File: config.mk
export PLATFORM = sky130hd
export DESIGN_NAME = ray_dispatcher
export DESIGN_NICKNAME = d
export VERILOG_FILES = /design/src/rtl/ray_dispatcher_pkg.sv /design/src/rtl/ray_dispatcher_raster_counter.sv /design/src/rtl/ray_dispatcher.sv
export SDC_FILE = /design/constraint.sdc
export NUM_CORES = 1
export LEC_CHECK = 0
export ABC_AREA = 1
export CORE_MARGIN = 1
export CORE_UTILIZATION = 43
export CTS_CLUSTER_SIZE = 10
export DETAILED_ROUTE_END_ITERATION = 10
export PLACE_DENSITY = 0.93
export SLEW_MARGIN = 20
export SYNTH_ARGS = -nofsm -noshare
export SYNTH_HDL_FRONTEND = slang
export SYNTH_SLANG_ARGS = --single-unit
File: constraint.sdc
create_clock -name clk -period 2.95 [get_ports clk]
set_input_delay 0.59 -clock clk [delete_from_list [all_inputs] [get_ports clk]]
set_output_delay 0.59 -clock clk [all_outputs]
set_load 0.005 [all_outputs]
File: src/rtl/ray_dispatcher_pkg.sv
// ray_dispatcher_pkg
// Shared defaults, state encoding and record types for the camera ray
// dispatcher and its raster counters.
//   DEF_*        default parameter values for the dispatcher
//   ray_dir_t    one {x, y, z} direction at the default word width
//   pixel_ray_t  a returned direction tagged with its pixel coordinates
//   disp_state_t dispatcher FSM states
//   cnt_bits()   register width needed to hold 0..max_val
package ray_dispatcher_pkg;

  localparam int DEF_WIDTH        = 32;
  localparam int DEF_Q_BITS       = 16;
  localparam int DEF_IMG_W        = 64;
  localparam int DEF_IMG_H        = 64;
  localparam int DEF_FOCAL        = 64;
  localparam int DEF_MAX_INFLIGHT = 32;

  typedef struct packed {
    logic signed [DEF_WIDTH-1:0] x;
    logic signed [DEF_WIDTH-1:0] y;
    logic signed [DEF_WIDTH-1:0] z;
  } ray_dir_t;

  typedef struct packed {
    ray_dir_t                       dir;
    logic [$clog2(DEF_IMG_W)-1:0]   px;
    logic [$clog2(DEF_IMG_H)-1:0]   py;
    logic                           last;
  } pixel_ray_t;

  typedef enum logic [1:0] {
    ST_IDLE  = 2'd0,
    ST_ISSUE = 2'd1,
    ST_DRAIN = 2'd2,
    ST_DONE  = 2'd3
  } disp_state_t;

  function automatic int cnt_bits(input int max_val);
    int b;
    b = $clog2(max_val + 1);
    return (b < 1) ? 1 : b;
  endfunction

endpackage

File: src/rtl/ray_dispatcher_raster_counter.sv
// raster_counter
// Pixel position counter walking a COLS x ROWS grid in raster order.
//   clk, reset  clock and synchronous active-high reset
//   clear       restart at (0,0)
//   enable      consume the current pixel and advance one position
//   px, py      current pixel (registered)
//   last        current pixel is (COLS-1, ROWS-1)
// clear and enable together mean the origin pixel is consumed in the same
// cycle, so the counter lands on the second pixel.
module raster_counter #(
  parameter int COLS = 64,
  parameter int ROWS = 64
) (
  input  logic                    clk,
  input  logic                    reset,
  input  logic                    clear,
  input  logic                    enable,
  output logic [$clog2(COLS)-1:0] px,
  output logic [$clog2(ROWS)-1:0] py,
  output logic                    last
);

  localparam int CW = $clog2(COLS);
  localparam int RW = $clog2(ROWS);
  localparam logic [CW-1:0] PX_MAX = CW'(COLS - 1);
  localparam logic [RW-1:0] PY_MAX = RW'(ROWS - 1);

  logic [CW-1:0] px_base;
  logic [RW-1:0] py_base;

  assign px_base = clear ? '0 : px;
  assign py_base = clear ? '0 : py;
  assign last    = (px == PX_MAX) && (py == PY_MAX);

  always_ff @(posedge clk) begin
    if (reset) begin
      px <= '0;
      py <= '0;
    end else if (enable) begin
      if (px_base == PX_MAX) begin
        px <= '0;
        py <= (py_base == PY_MAX) ? '0 : py_base + 1'b1;
      end else begin
        px <= px_base + 1'b1;
        py <= py_base;
      end
    end else if (clear) begin
      px <= '0;
      py <= '0;
    end
  end

endmodule

File: src/rtl/ray_dispatcher.sv
// ray_dispatcher
// Scans an IMG_W x IMG_H grid in raster order, issues one pinhole-camera
// direction per pixel to the normalizer under a credit limit, and re-tags
// the in-order normalized results with their pixel coordinates.
//   clk, reset             clock and synchronous active-high reset
//   frame_start            begin a frame (only honoured in IDLE)
//   busy, frame_done       frame in progress / one-cycle completion pulse
//   norm_start, norm_dir   issue strobe and {x,y,z} direction to normalizer
//   norm_valid, norm_dir_in  normalizer result strobe and {x,y,z} data
//   ray_valid, ray_dir, ray_px, ray_py, ray_last  tagged result to consumer
//   err_unexpected         sticky: a result arrived with nothing in flight
// Directions are packed {x, y, z} with x in the most significant word.
//
// state | meaning
// IDLE  | waiting for frame_start; the accepting cycle issues pixel (0,0)
// ISSUE | issuing one pixel per cycle while credits remain
// DRAIN | all pixels issued, waiting for the remaining results
// DONE  | frame_done pulse, back to IDLE next cycle
module ray_dispatcher
  import ray_dispatcher_pkg::*;
#(
  parameter int WIDTH        = DEF_WIDTH,
  parameter int Q_BITS       = DEF_Q_BITS,
  parameter int IMG_W        = DEF_IMG_W,
  parameter int IMG_H        = DEF_IMG_H,
  parameter int FOCAL        = DEF_FOCAL,
  parameter int MAX_INFLIGHT = DEF_MAX_INFLIGHT
) (
  input  logic                     clk,
  input  logic                     reset,
  input  logic                     frame_start,
  output logic                     busy,
  output logic                     frame_done,
  output logic                     norm_start,
  output logic [3*WIDTH-1:0]       norm_dir,
  input  logic                     norm_valid,
  input  logic [3*WIDTH-1:0]       norm_dir_in,
  output logic                     ray_valid,
  output logic [3*WIDTH-1:0]       ray_dir,
  output logic [$clog2(IMG_W)-1:0] ray_px,
  output logic [$clog2(IMG_H)-1:0] ray_py,
  output logic                     ray_last,
  output logic                     err_unexpected
);

  localparam int PXW = $clog2(IMG_W);
  localparam int PYW = $clog2(IMG_H);
  localparam int IFW = cnt_bits(MAX_INFLIGHT);

  localparam logic [IFW-1:0]          MAX_IF  = IFW'(MAX_INFLIGHT);
  localparam logic signed [WIDTH-1:0] ONE_S   = WIDTH'(1);
  localparam logic signed [WIDTH-1:0] IMG_W_S = WIDTH'(IMG_W);
  localparam logic signed [WIDTH-1:0] IMG_H_S = WIDTH'(IMG_H);
  localparam logic signed [WIDTH-1:0] FOCAL_S = WIDTH'(FOCAL);
  localparam logic signed [WIDTH-1:0] DIR_Z   = -(FOCAL_S <<< Q_BITS);

  disp_state_t state;
  logic [IFW-1:0] inflight;
  logic           ret_done;

  logic           accept;
  logic           issue_fire;
  logic           ret_fire;
  logic           stray;

  logic [PXW-1:0] iss_px;
  logic [PYW-1:0] iss_py;
  logic           iss_last;
  logic [PXW-1:0] ret_px;
  logic [PYW-1:0] ret_py;
  logic           ret_last;
  logic [PXW-1:0] sel_px;
  logic [PYW-1:0] sel_py;

  logic signed [WIDTH-1:0] px_w;
  logic signed [WIDTH-1:0] py_w;
  logic signed [WIDTH-1:0] dir_x;
  logic signed [WIDTH-1:0] dir_y;

  // The accepting cycle already issues the origin pixel, so norm_start and
  // busy rise together one cycle after frame_start.
  assign accept     = (state == ST_IDLE) && frame_start;
  // Credit check looks only at the registered count; a same-cycle return
  // does not free a slot until the next cycle.
  assign issue_fire = accept || ((state == ST_ISSUE) && (inflight < MAX_IF));
  assign ret_fire   = norm_valid && (inflight != '0);
  assign stray      = norm_valid && (inflight == '0);

  raster_counter #(
    .COLS (IMG_W),
    .ROWS (IMG_H)
  ) u_issue_ctr (
    .clk    (clk),
    .reset  (reset),
    .clear  (accept),
    .enable (issue_fire),
    .px     (iss_px),
    .py     (iss_py),
    .last   (iss_last)
  );

  raster_counter #(
    .COLS (IMG_W),
    .ROWS (IMG_H)
  ) u_ret_ctr (
    .clk    (clk),
    .reset  (reset),
    .clear  (accept),
    .enable (ret_fire),
    .px     (ret_px),
    .py     (ret_py),
    .last   (ret_last)
  );

  assign sel_px = accept ? '0 : iss_px;
  assign sel_py = accept ? '0 : iss_py;
  assign px_w   = WIDTH'(sel_px);
  assign py_w   = WIDTH'(sel_py);

  // Pixel-centre offsets in half-pixel units, scaled by 2^(Q_BITS-1).
  assign dir_x = ((px_w <<< 1) + ONE_S - IMG_W_S) <<< (Q_BITS - 1);
  assign dir_y = (IMG_H_S - ONE_S - (py_w <<< 1)) <<< (Q_BITS - 1);

  always_ff @(posedge clk) begin
    if (reset) begin
      state          <= ST_IDLE;
      busy           <= 1'b0;
      frame_done     <= 1'b0;
      norm_start     <= 1'b0;
      norm_dir       <= '0;
      ray_valid      <= 1'b0;
      ray_dir        <= '0;
      ray_px         <= '0;
      ray_py         <= '0;
      ray_last       <= 1'b0;
      err_unexpected <= 1'b0;
      inflight       <= '0;
      ret_done       <= 1'b0;
    end else begin
      norm_start <= issue_fire;
      if (issue_fire) begin
        norm_dir <= {dir_x, dir_y, DIR_Z};
      end

      ray_valid <= ret_fire;
      ray_last  <= ret_fire && ret_last;
      if (ret_fire) begin
        ray_dir <= norm_dir_in;
        ray_px  <= ret_px;
        ray_py  <= ret_py;
      end

      if (stray) begin
        err_unexpected <= 1'b1;
      end

      if (accept) begin
        inflight <= IFW'(1);
      end else if (issue_fire && !ret_fire) begin
        inflight <= inflight + 1'b1;
      end else if (!issue_fire && ret_fire) begin
        inflight <= inflight - 1'b1;
      end

      if (accept) begin
        ret_done <= 1'b0;
      end else if (ret_fire && ret_last) begin
        ret_done <= 1'b1;
      end

      frame_done <= 1'b0;

      case (state)
        ST_IDLE: begin
          if (frame_start) begin
            state <= ST_ISSUE;
            busy  <= 1'b1;
          end
        end
        ST_ISSUE: begin
          if (issue_fire && iss_last) begin
            state <= ST_DRAIN;
          end
        end
        ST_DRAIN: begin
          if ((inflight == '0) && ret_done) begin
            state      <= ST_DONE;
            busy       <= 1'b0;
            frame_done <= 1'b1;
          end
        end
        ST_DONE: begin
          state <= ST_IDLE;
        end
        default: begin
          state <= ST_IDLE;
        end
      endcase
    end
  end

endmodule
# After elaboration in Yosys (flattened, before gate mapping)
# Cells that the tools add are included.
totals:
  reg_bits: 191
  in_bits: 100
  elab_cells: 92
classes:
  n_addsub: 9
  n_lt_le_gt_ge: 1
  eq_ne: 14
  n_mux: 25
  bitwise_logic: 1
  reduce_logical: 24
ops:
  columns: ["op", "n"]
  rows:
  - ["6-bit two-way mux", 16]
  - ["6-bit equality test (second input constant)", 8]
  - ["6-bit by 1-bit adder with 6-bit output (second input constant)", 5]
  - ["1-bit logical AND", 11]
  - ["8-bit by 7-bit subtractor with 9-bit output (second input constant)", 1]
  - ["7-bit by 1-bit adder with 8-bit output (second input constant)", 1]
  - ["2-bit one-hot mux with 4 select lines", 1]
  - ["6-bit by 7-bit subtractor with 8-bit output (first input constant)", 1]
  - ["6-bit logical NOT", 1]
  - ["6-bit < comparator (second input constant)", 1]
  - ["2-bit two-way mux", 3]
  - ["3-bit AND reduction", 2]
  - ["6-bit nonzero test", 1]
  - ["6-bit by 1-bit subtractor with 6-bit output (second input constant)", 1]
  - ["2-bit equality test (second input constant)", 2]
  - ["1-bit two-way mux", 4]
  - ["2-bit inequality test (second input constant)", 2]
  - ["2-bit nonzero test", 2]
  - ["2-bit OR reduction", 2]
  - ["3-bit nonzero test", 1]
  - ["2-bit by 1-bit equality test with 1-bit output (second input constant)", 1]
  - ["1-bit logical NOT", 2]
  - ["2-bit logical NOT", 1]
  - ["2-bit by 1-bit inequality test with 1-bit output (second input constant)", 1]
  - ["other kinds (3)", 3]

# Logic depth before layout (Yosys ltp)
# Gate-level depths: netlist (run 1).
logic_depth:
  depth_word: 8
  mapped_depth: 19
  mapped_depth_nobuf: 16

# By module
# From an unflattened synthesis (run 1), not the netlist that was laid out.
unflattened:
  cells_unflattened: 943
  hier_area_um2: 7268.2
modules_own_cells:
  columns: ["module", "n_inst", "cells_per_inst", "area_each_um2", "seq_area_each_um2"]
  rows:
  - ["ray_dispatcher", 1, 729, 5825.6, 2722.6]
  - ["raster_counter at u_issue_ctr", 1, 109, 742.0, 240.2]
  - ["raster_counter at u_ret_ctr", 1, 105, 700.7, 240.2]

# Worst setup path after synthesis (run 1)
# OpenSTA, ideal clock, no wires.
synth_timing:
  path_kind: "register -> register"
  from: "reg state[0]"
  to: "reg inflight[3]"
  setup_ps: 115
  t_arrival_ps: 2446
  t_required_ps: 2835
  slack_ps: 388
  stages_incl_launch_ff: 17
  path_buffers: 3
  synth_period_minus_slack_ps: 2562
  cell_sequence: "dfxtp_1 inv_1 ha_1 nand2_2 buf_6 nand2_2 buf_4 buf_6 ha_1 inv_1 ha_1 nand2_1 nand2_1 o21bai_1 xor2_1 o21ai_0 inv_1"
synth_between:
  elab_chain_cells: 6
  word_cells_on_any_way: 11
synth_lines:
  columns: ["element", "line", "rtl"]
  rows:
  - ["from (decl)", "ray_dispatcher.sv:57", "disp_state_t state;"]
  - ["from (signal assigned)", "ray_dispatcher.sv:126", "state <= ST_IDLE;"]
  - ["from (signal assigned)", "ray_dispatcher.sv:176", "state <= ST_ISSUE;"]
  - ["from (signal assigned)", "ray_dispatcher.sv:182", "state <= ST_DRAIN;"]
  - ["2-bit by 1-bit equality test with 1-bit output or 2-bit logical NOT (tied branches)", "ray_dispatcher.sv:85, ray_dispatcher.sv:82", null]
  - ["1-bit logical AND (on tied branches)", "ray_dispatcher.sv:85, ray_dispatcher.sv:82", null]
  - ["1-bit logical OR (*)", "ray_dispatcher.sv:85", "assign issue_fire = accept || ((state == ST_ISSUE) && (inflight < MAX_IF));"]
  - ["named net issue_fire", "ray_dispatcher.sv:62", "logic issue_fire;"]
  - ["1-bit logical NOT", "ray_dispatcher.sv:161", "end else if (!issue_fire && ret_fire) begin"]
  - ["1-bit logical AND", "ray_dispatcher.sv:161", null]
  - ["2-bit nonzero test (no source line)", null, null]
  - ["to (signal assigned)", "ray_dispatcher.sv:160", "inflight <= inflight + 1'b1;"]
  - ["to (signal assigned)", "ray_dispatcher.sv:162", "inflight <= inflight - 1'b1;"]
  - ["to (decl)", "ray_dispatcher.sv:58", "logic [IFW-1:0] inflight;"]
# Mark *: on every way through the listed nets, which the timed path passes. The rest lies on a longest branch.
# A chain may end at the register's enable or synchronous reset.

# Worst setup path in the final report (run 1)
layout_timing:
  from: "reg state[1]"
  to: "reg inflight[3]"
layout_between:
  elab_chain_cells: 6
  word_cells_on_any_way: 11
layout_lines:
  columns: ["element", "line"]
  rows:
  - ["2-bit by 1-bit equality test with 1-bit output or 2-bit logical NOT (tied branches)", "ray_dispatcher.sv:85, ray_dispatcher.sv:82"]
  - ["1-bit logical AND (on tied branches)", "ray_dispatcher.sv:85, ray_dispatcher.sv:82"]
  - ["1-bit logical OR", "ray_dispatcher.sv:85"]
  - ["1-bit logical NOT", "ray_dispatcher.sv:161"]
  - ["1-bit logical AND", "ray_dispatcher.sv:161"]
  - ["2-bit nonzero test (no source line)", null]
# Parallel ways exist; a longest one is shown, timed or not.

==> metrics.csv, run 1 <==
stage;metric;value;unit
run_status;outcome;finished, final reports clean;
cts;Resize count post-CTS;0;
cells_and_area;Syn-to-layout area delta;38.7;%
timing;f_max;0.402;GHz
yosys;Post-Syn Instances;946;
yosys;Top FF cell, synth;dfxtp_1;
setup_path;crit path kind;register to register;
yosys;xor and xnor fraction of the mapped netlist area;0.983;%
yosys;mapped cell area;7130;sq um
cells_and_area;fin area;9890;sq um
cts;cts hold-fix bufs;0;
cts;TritonCTS Buffers;17;
timing;Max Slew Vio Count;0;
cts;CTS H-tree lvls;4;
timing;unrepaired setup endpoints after global routing;no;
routing;First-pass DRT Iterations;6;
hold_path;min-delay worst type;register to register;
floorplanning;io pins;310;
yosys;post-synth top area share;44.9;%
timing;min Tclk post-route;2.49;ns
yosys;register area share after synthesis;44.9;%
yosys;compound-cell area share of the yosys netlist;12.1;%
cells_and_area;nets;1272;
setup_path;critical-path cell list;inv_1, ha_1, nand2_1, nand2_2, ha_1, inv_1, ha_1, nand2_1, nand2_1, o21bai_1, xor2_1, o21ai_0, inv_1;
routing;wire per inst;13.5;um
placement;placed cells;1354;
cts;clk buf depth;2;
grt;vias in the first global route;5816;
grt;GRT Overall Usage;20.4;%
grt;first-pass GRT wire length;27500;um
yosys;main combinational cell family by area after synthesis;simple AND/OR/NAND/NOR gates;
yosys;post-synthesis sequential element count;160;
yosys;synth unique cells;35;
floorplanning;full die area;17100;sq um
timing;final setup fails;0;
placement;DP HPWL;13100;um
setup_path;Crit path arrival time;2.80;ns
pwr;Power Total;8950;uW
floorplanning;Core ar.;16100;sq um
floorplanning;num rows;46;
grt;initial antenna violation count;0;
cts;latest clock arrival within the worst-skew pair;0.42;ns
cts;TritonCTS clock tree;done;
yosys;EDFF count, synth;0;
cells_and_area;Layout Cells excl Fill;1386;
yosys;Synth area leader;dfxtp_1;
timing;setup_tns;0;ns
timing;Worst-Margin Slew;0.535;ns
routing;total wire length;18700;um
cells_and_area;post-layout util;61.6;%
hold_path;hold path cells;2;
setup_path;Worst path slowest cell;dfxtp_1;
setup_path;CP endpoint kind;register;
setup_path;Worst EP required;3.26;ns
pwr;worst vdd ir;0.676;mV
run;max_cap viols;0;
routing;Post-route DRC;0;
timing;final period utilization;84.4;%
yosys;Synth Area in Adders;2.74;%
yosys;multiplexer share of the synthesized area;0;%
yosys;simple-gate area share of the yosys netlist;23.4;%
yosys;Syn Area/Cell;7.54;sq um
setup_path;Crit Path Max Fanout;6;
cts;Post-CTS Setup Inserts;0;
placement;GPL Wtd Cong;0.865;
setup_path;critical path's largest stage delay;0.35;ns
routing;post-route ant nets;0;
floorplanning;DIE HEIGHT;131;um
routing;drt via density;4.79;
placement;port bufs;257;
routing;Vias;6645;
floorplanning;Starting Density;44.4;%
yosys;most frequent cell after synthesis;nor2_1;
yosys;Synth area leaders;dfxtp_1 45%, nor2_1 15%, buf_4 9.0%;
cts;clk sink count;160;
pwr;PwrDens;905;nW/um^2
timing;Fin. Hold Viols;0;
setup_path;Startpoint Class;register;
cts;clk slew on worst S/H paths;0.07;ns
cts;clock root buffer;clkbuf_16;
placement;cell area after placement;9340;sq um
setup_path;R2R depth;13;
pwr;P_leak;0.00404;uW
grt;grt total ovfl;0;
cells_and_area;share of post-route cells with drive strength above 1;5.30;%
yosys;most frequent cells after synthesis;279 x nor2_1, 160 x dfxtp_1, 114 x o21ai_0, 92 x nand2_1, 85 x buf_4;
timing;Fin Clk Skew;0.0132;ns
routing;1st-iter DRT viols;374;
cells_and_area;ant diodes;0;
grt;largest net degree at the start of global routing;118;
timing;slew margin rel.;64.4;%
yosys;Ys Warns;0;
yosys;FFs w/ async S/R, synth;0;%
floorplanning;Die Wd;131;um
routing by layer:
metal  track usage (%)  part of all wire, %
met4              8.32                  2.1
met5                 0                    0
met3              5.21                  8.2
met2              35.0                   49
met1              24.3                   41
metrics by stage:
stage / hold slack, ns / setup WS, ns
after global placement: 0.437 / 0.265
final: 0.460 / 0.460
after floorplan: 0.440 / 0.388
after detailed placement: 0.452 / 0.155
after global routing: 0.494 / 0.256
after CTS: 0.462 / 0.456
area by class of cell:
type / instances / area (sq um)
timing repair buffer: 269 / 2690
inverter: 49 / 188
clock buffer: 17 / 425
sequential: 160 / 3200
clock inverter: 15 / 125
fill: 1349 / 6170
tap: 216 / 270
multi-input combinational: 660 / 2990
cell families after synthesis:
logic type	Yosys count
AOI/OAI and AO/OA	168
xor gates and xnor gates	8
adders and majority gates	15
buffers and inverters	177
DFF	160
other	1
and+or+nand+nor	417
final timing paths:
kind / slack [ns] / to / startpoint
min: 0.46 / err_unexpected / err_unexpected
max: 0.46 / inflight[3] / state[1]
min reg2reg: 0.46 / err_unexpected / err_unexpected
max reg2reg: 0.46 / inflight[3] / state[1]
layout by cell type (no fill, tap or decap), types with 14 or more instances in the layout:
| master | n |
|---|---|
| ha_1 | 14 |
| a21oi_1 | 32 |
| nand3_1 | 21 |
| o21ai_1 | 14 |
| clkbuf_16 | 17 |
| conb_1 | 52 |
| dfxtp_1 | 160 |
| nand2_1 | 92 |
| clkdlybuf4s50_1 | 257 |
| o21ai_0 | 114 |
| inv_1 | 45 |
| nor2_1 | 279 |
sequential cells by signal, summed over array words and instances (netlist names), 2 cells and up:
name,flops
u_issue_ctr.px,6
ray_dir,96
u_ret_ctr.px,6
norm_dir,13
state,2
u_ret_ctr.py,6
u_issue_ctr.py,6
inflight,6
ray_px,6
ray_py,6
power by group:
part | total, uW | internal [uW] | switching [uW]
Sequential | 3070 | 2740 | 329
Clock | 2070 | 1100 | 961
Combinational | 3820 | 1840 | 1980
Total | 8950 | 5680 | 3270
critical path, delay by kind of cell (launching register included):
| kind | cells | cell delay (ns) |
|---|---|---|
| fa+ha+maj | 3 | 0.79 |
| simple gates | 4 | 0.46 |
| flops | 1 | 0.35 |
| buf+inv | 3 | 0.32 |
| compound gates | 2 | 0.32 |
| xor+xnor | 1 | 0.15 |
Note: power is estimated with default switching activity, not from simulation.
==> run 2: changes to the inputs <==
clock period = 2.4 ns   (was 2.95 ns; I/O delays follow)
==> run 2 against run 1 <==
  * Global-route usage up 1.1 points
  * Worst hold slack better by 0.0035 ns
  * Utilization up 0.73 points
  * Power up 26%
  * First-iteration DRC count up 13%
  * Critical path depth down 1
  * Highest routed layer unchanged
==> metrics.csv, run 2 (same netlist as run 1, synthesis figures left out) <==
stage;metric;value;unit;change
run_status;outcome;finished, final reports clean;;
timing;slew margin rel.;66.0;%;+1.7 points
routing;Vias;6649;;+0.060%
cells_and_area;commonest cells after routing, fill and taps aside;279 x nor2_1, 257 x clkdlybuf4s50_1, 160 x dfxtp_1;;
cts;TritonCTS clock tree;done;;
cells_and_area;Reg with most FFs;ray_dir;;
cts;clk sink count;160;;unchanged
pwr;sequential power share;33.6;%;-0.7 points
cells_and_area;Syn-to-layout area delta;40.4;%;
routing;post-route ant nets;0;;unchanged
routing;total wire length;19500;um;+4.0%
routing;wire per inst;14.0;um;+3.4%
cts;CTS H-tree lvls;4;;unchanged
placement;cell area after placement;9440;sq um;+1.0%
cells_and_area;nets;1280;;+0.63%
cts;cts hold-fix bufs;0;;unchanged
cells_and_area;multi-input logic area;3020;sq um;+0.84%
setup_path;Worst EP required;2.70;ns;-0.56 ns
pwr;Comb pwr share;43.3;%;+0.7 points
placement;GPL Wtd Cong;0.865;;unchanged
timing;setup_tns;0;ns;unchanged
cells_and_area;max reg flops;96;;unchanged
grt;grt total ovfl;0;;unchanged
hold_path;min-delay worst type;register to register;;
cts;Resize count post-CTS;0;;unchanged
timing;final setup fails;0;;unchanged
setup_path;Crit Path Max Fanout;21;;+15
floorplanning;Die Wd;131;um;unchanged
cts;Post-CTS Setup Inserts;0;;unchanged
cells_and_area;post-layout util;62.3;%;+0.73 points
pwr;Power Total;11200;uW;+26%
floorplanning;io pins;310;;unchanged
pwr;Pint;7130;uW;+25%
timing;Fin Clk Skew;0.0118;ns;-0.00139 ns
setup_path;Startpoint Class;register;;
cts;clk slew on worst S/H paths;0.07;ns;about the same
floorplanning;Starting Density;44.4;%;unchanged
cells_and_area;fillers;1317;;-2.4%
routing;Post-route DRC;0;;unchanged
cells_and_area;leading registers by flop count;ray_dir (96), norm_dir (13);;
floorplanning;full die area;17100;sq um;unchanged
run;max_cap viols;0;;unchanged
routing;drt via density;4.77;;-0.51%
floorplanning;DIE HEIGHT;131;um;unchanged
setup_path;crit path kind;register to register;;
timing;Fin. Hold Viols;0;;unchanged
placement;port bufs;257;;unchanged
pwr;worst vdd ir;1.18;mV;+74%
placement;DP HPWL;13800;um;+5.5%
cts;clock root buffer;clkbuf_16;;
floorplanning;num rows;46;;unchanged
pwr;Clk pwr share;23.0;%;about the same
cells_and_area;fin area;10000;sq um;+1.2%
grt;GRT Overall Usage;21.5;%;+1.1 points
cts;TritonCTS Buffers;17;;unchanged
cells_and_area;register area;3200;sq um;unchanged
timing;f_max;0.456;GHz;+14%
grt;first-pass GRT wire length;28700;um;+4.6%
timing;Worst-Margin Slew;0.509;ns;-0.0254 ns
timing;min Tclk post-route;2.19;ns;-0.299 ns
timing;final period utilization;91.3;%;+6.9 points
grt;initial antenna violation count;0;;unchanged
timing;unrepaired setup endpoints after global routing;no;;
pwr;Sw Ratio;36.6;%;+0.072 points
grt;vias in the first global route;6083;;+4.6%
cells_and_area;ant diodes;0;;unchanged
cts;clk buf depth;2;;unchanged
pwr;P_leak;0.00408;uW;+1.1%
setup_path;CP endpoint kind;register;;
cts;latest clock arrival within the worst-skew pair;0.42;ns;about the same
timing;Max Slew Vio Count;0;;unchanged
setup_path;Crit path arrival time;2.49;ns;-0.31 ns
pwr;PwrDens;1120;nW/um^2;+24%
floorplanning;Core ar.;16100;sq um;unchanged
grt;largest net degree at the start of global routing;114;;-3.4%
cells_and_area;most common cell after layout, fill and taps aside;nor2_1;;
routing;1st-iter DRT viols;421;;+13%
routing;First-pass DRT Iterations;6;;unchanged
pwr;net load switching power;4110;uW;+26%
cells_and_area;share of post-route cells with drive strength above 1;6.37;%;+1.1 points
run 2: final timing paths:
path | startpoint | end | slack (ns) | cells after the start
setup / recovery | state[0] | u_issue_ctr.py[5] | 0.21 | 12
hold / removal | err_unexpected | err_unexpected | 0.46 | 2
setup reg to reg | state[0] | u_issue_ctr.py[5] | 0.21 | 12
hold reg to reg | err_unexpected | err_unexpected | 0.46 | 2
run 2: layout make-up:
class / instances / share of cell area [%]
inverters: 49 / 1.90
well taps: 216 / 2.70
clock inverters: 15 / 1.43
flip-flops and latches: 160 / 32.0
multi-input cells: 660 / 30.1
repair buffers: 277 / 27.6
clock buffers: 17 / 4.25
run 2: stage by stage:
step | hold WS, ns | setup slack, ns | instances
floorplan | 0.440 | 0.00109 | 997
global placement | 0.443 | -0.0203 | 1362
detailed placement | 0.456 | -0.0700 | 1362
CTS | 0.466 | 0.234 | 1394
global route | 0.494 | 0.0346 | 1394
finish | 0.463 | 0.209 | 1394
run 2: worst max-delay path: stages, from the launching register on:
cell and delay [ns]:
dfxtp_1 0.36, inv_1 0.09, ha_1 0.23, nand2_2 0.11
buf_4 0.27, nand2_1 0.11, inv_1 0.10, ha_1 0.21
nand2_1 0.07, nor2_1 0.14, nand3_1 0.09, o21ai_0 0.21
a21oi_1 0.09
run 2: per-layer routing:
metal / vias up / global-route usage (%) / part of all wire, %
met1: 3069 / 23.9 / 40
li1: 3307 / - / -
met2: 248 / 39.4 / 52
met3: 25 / 5.62 / 6.8
met4: 0 / 7.57 / 2.0
met5: - / 0 / 0
run 2: power by group through the flow:
| stage | clock, uW | combinational, uW | sequential [uW] |
|---|---|---|---|
| CTS | 2650 | 4880 | 3780 |
| detailed placement | 0 | 4860 | 3840 |
| finish | 2590 | 4870 | 3780 |
| floorplan | 0 | 2880 | 3850 |
| global placement | 0 | 4720 | 3800 |
| global route | 2770 | 5410 | 3870 |
==> run 3: changes to the inputs <==
CORE_MARGIN = not set   (was 1)
==> results of run 3 <==
Same layout as run 2: the final DEF is identical, and so are final timing and power.
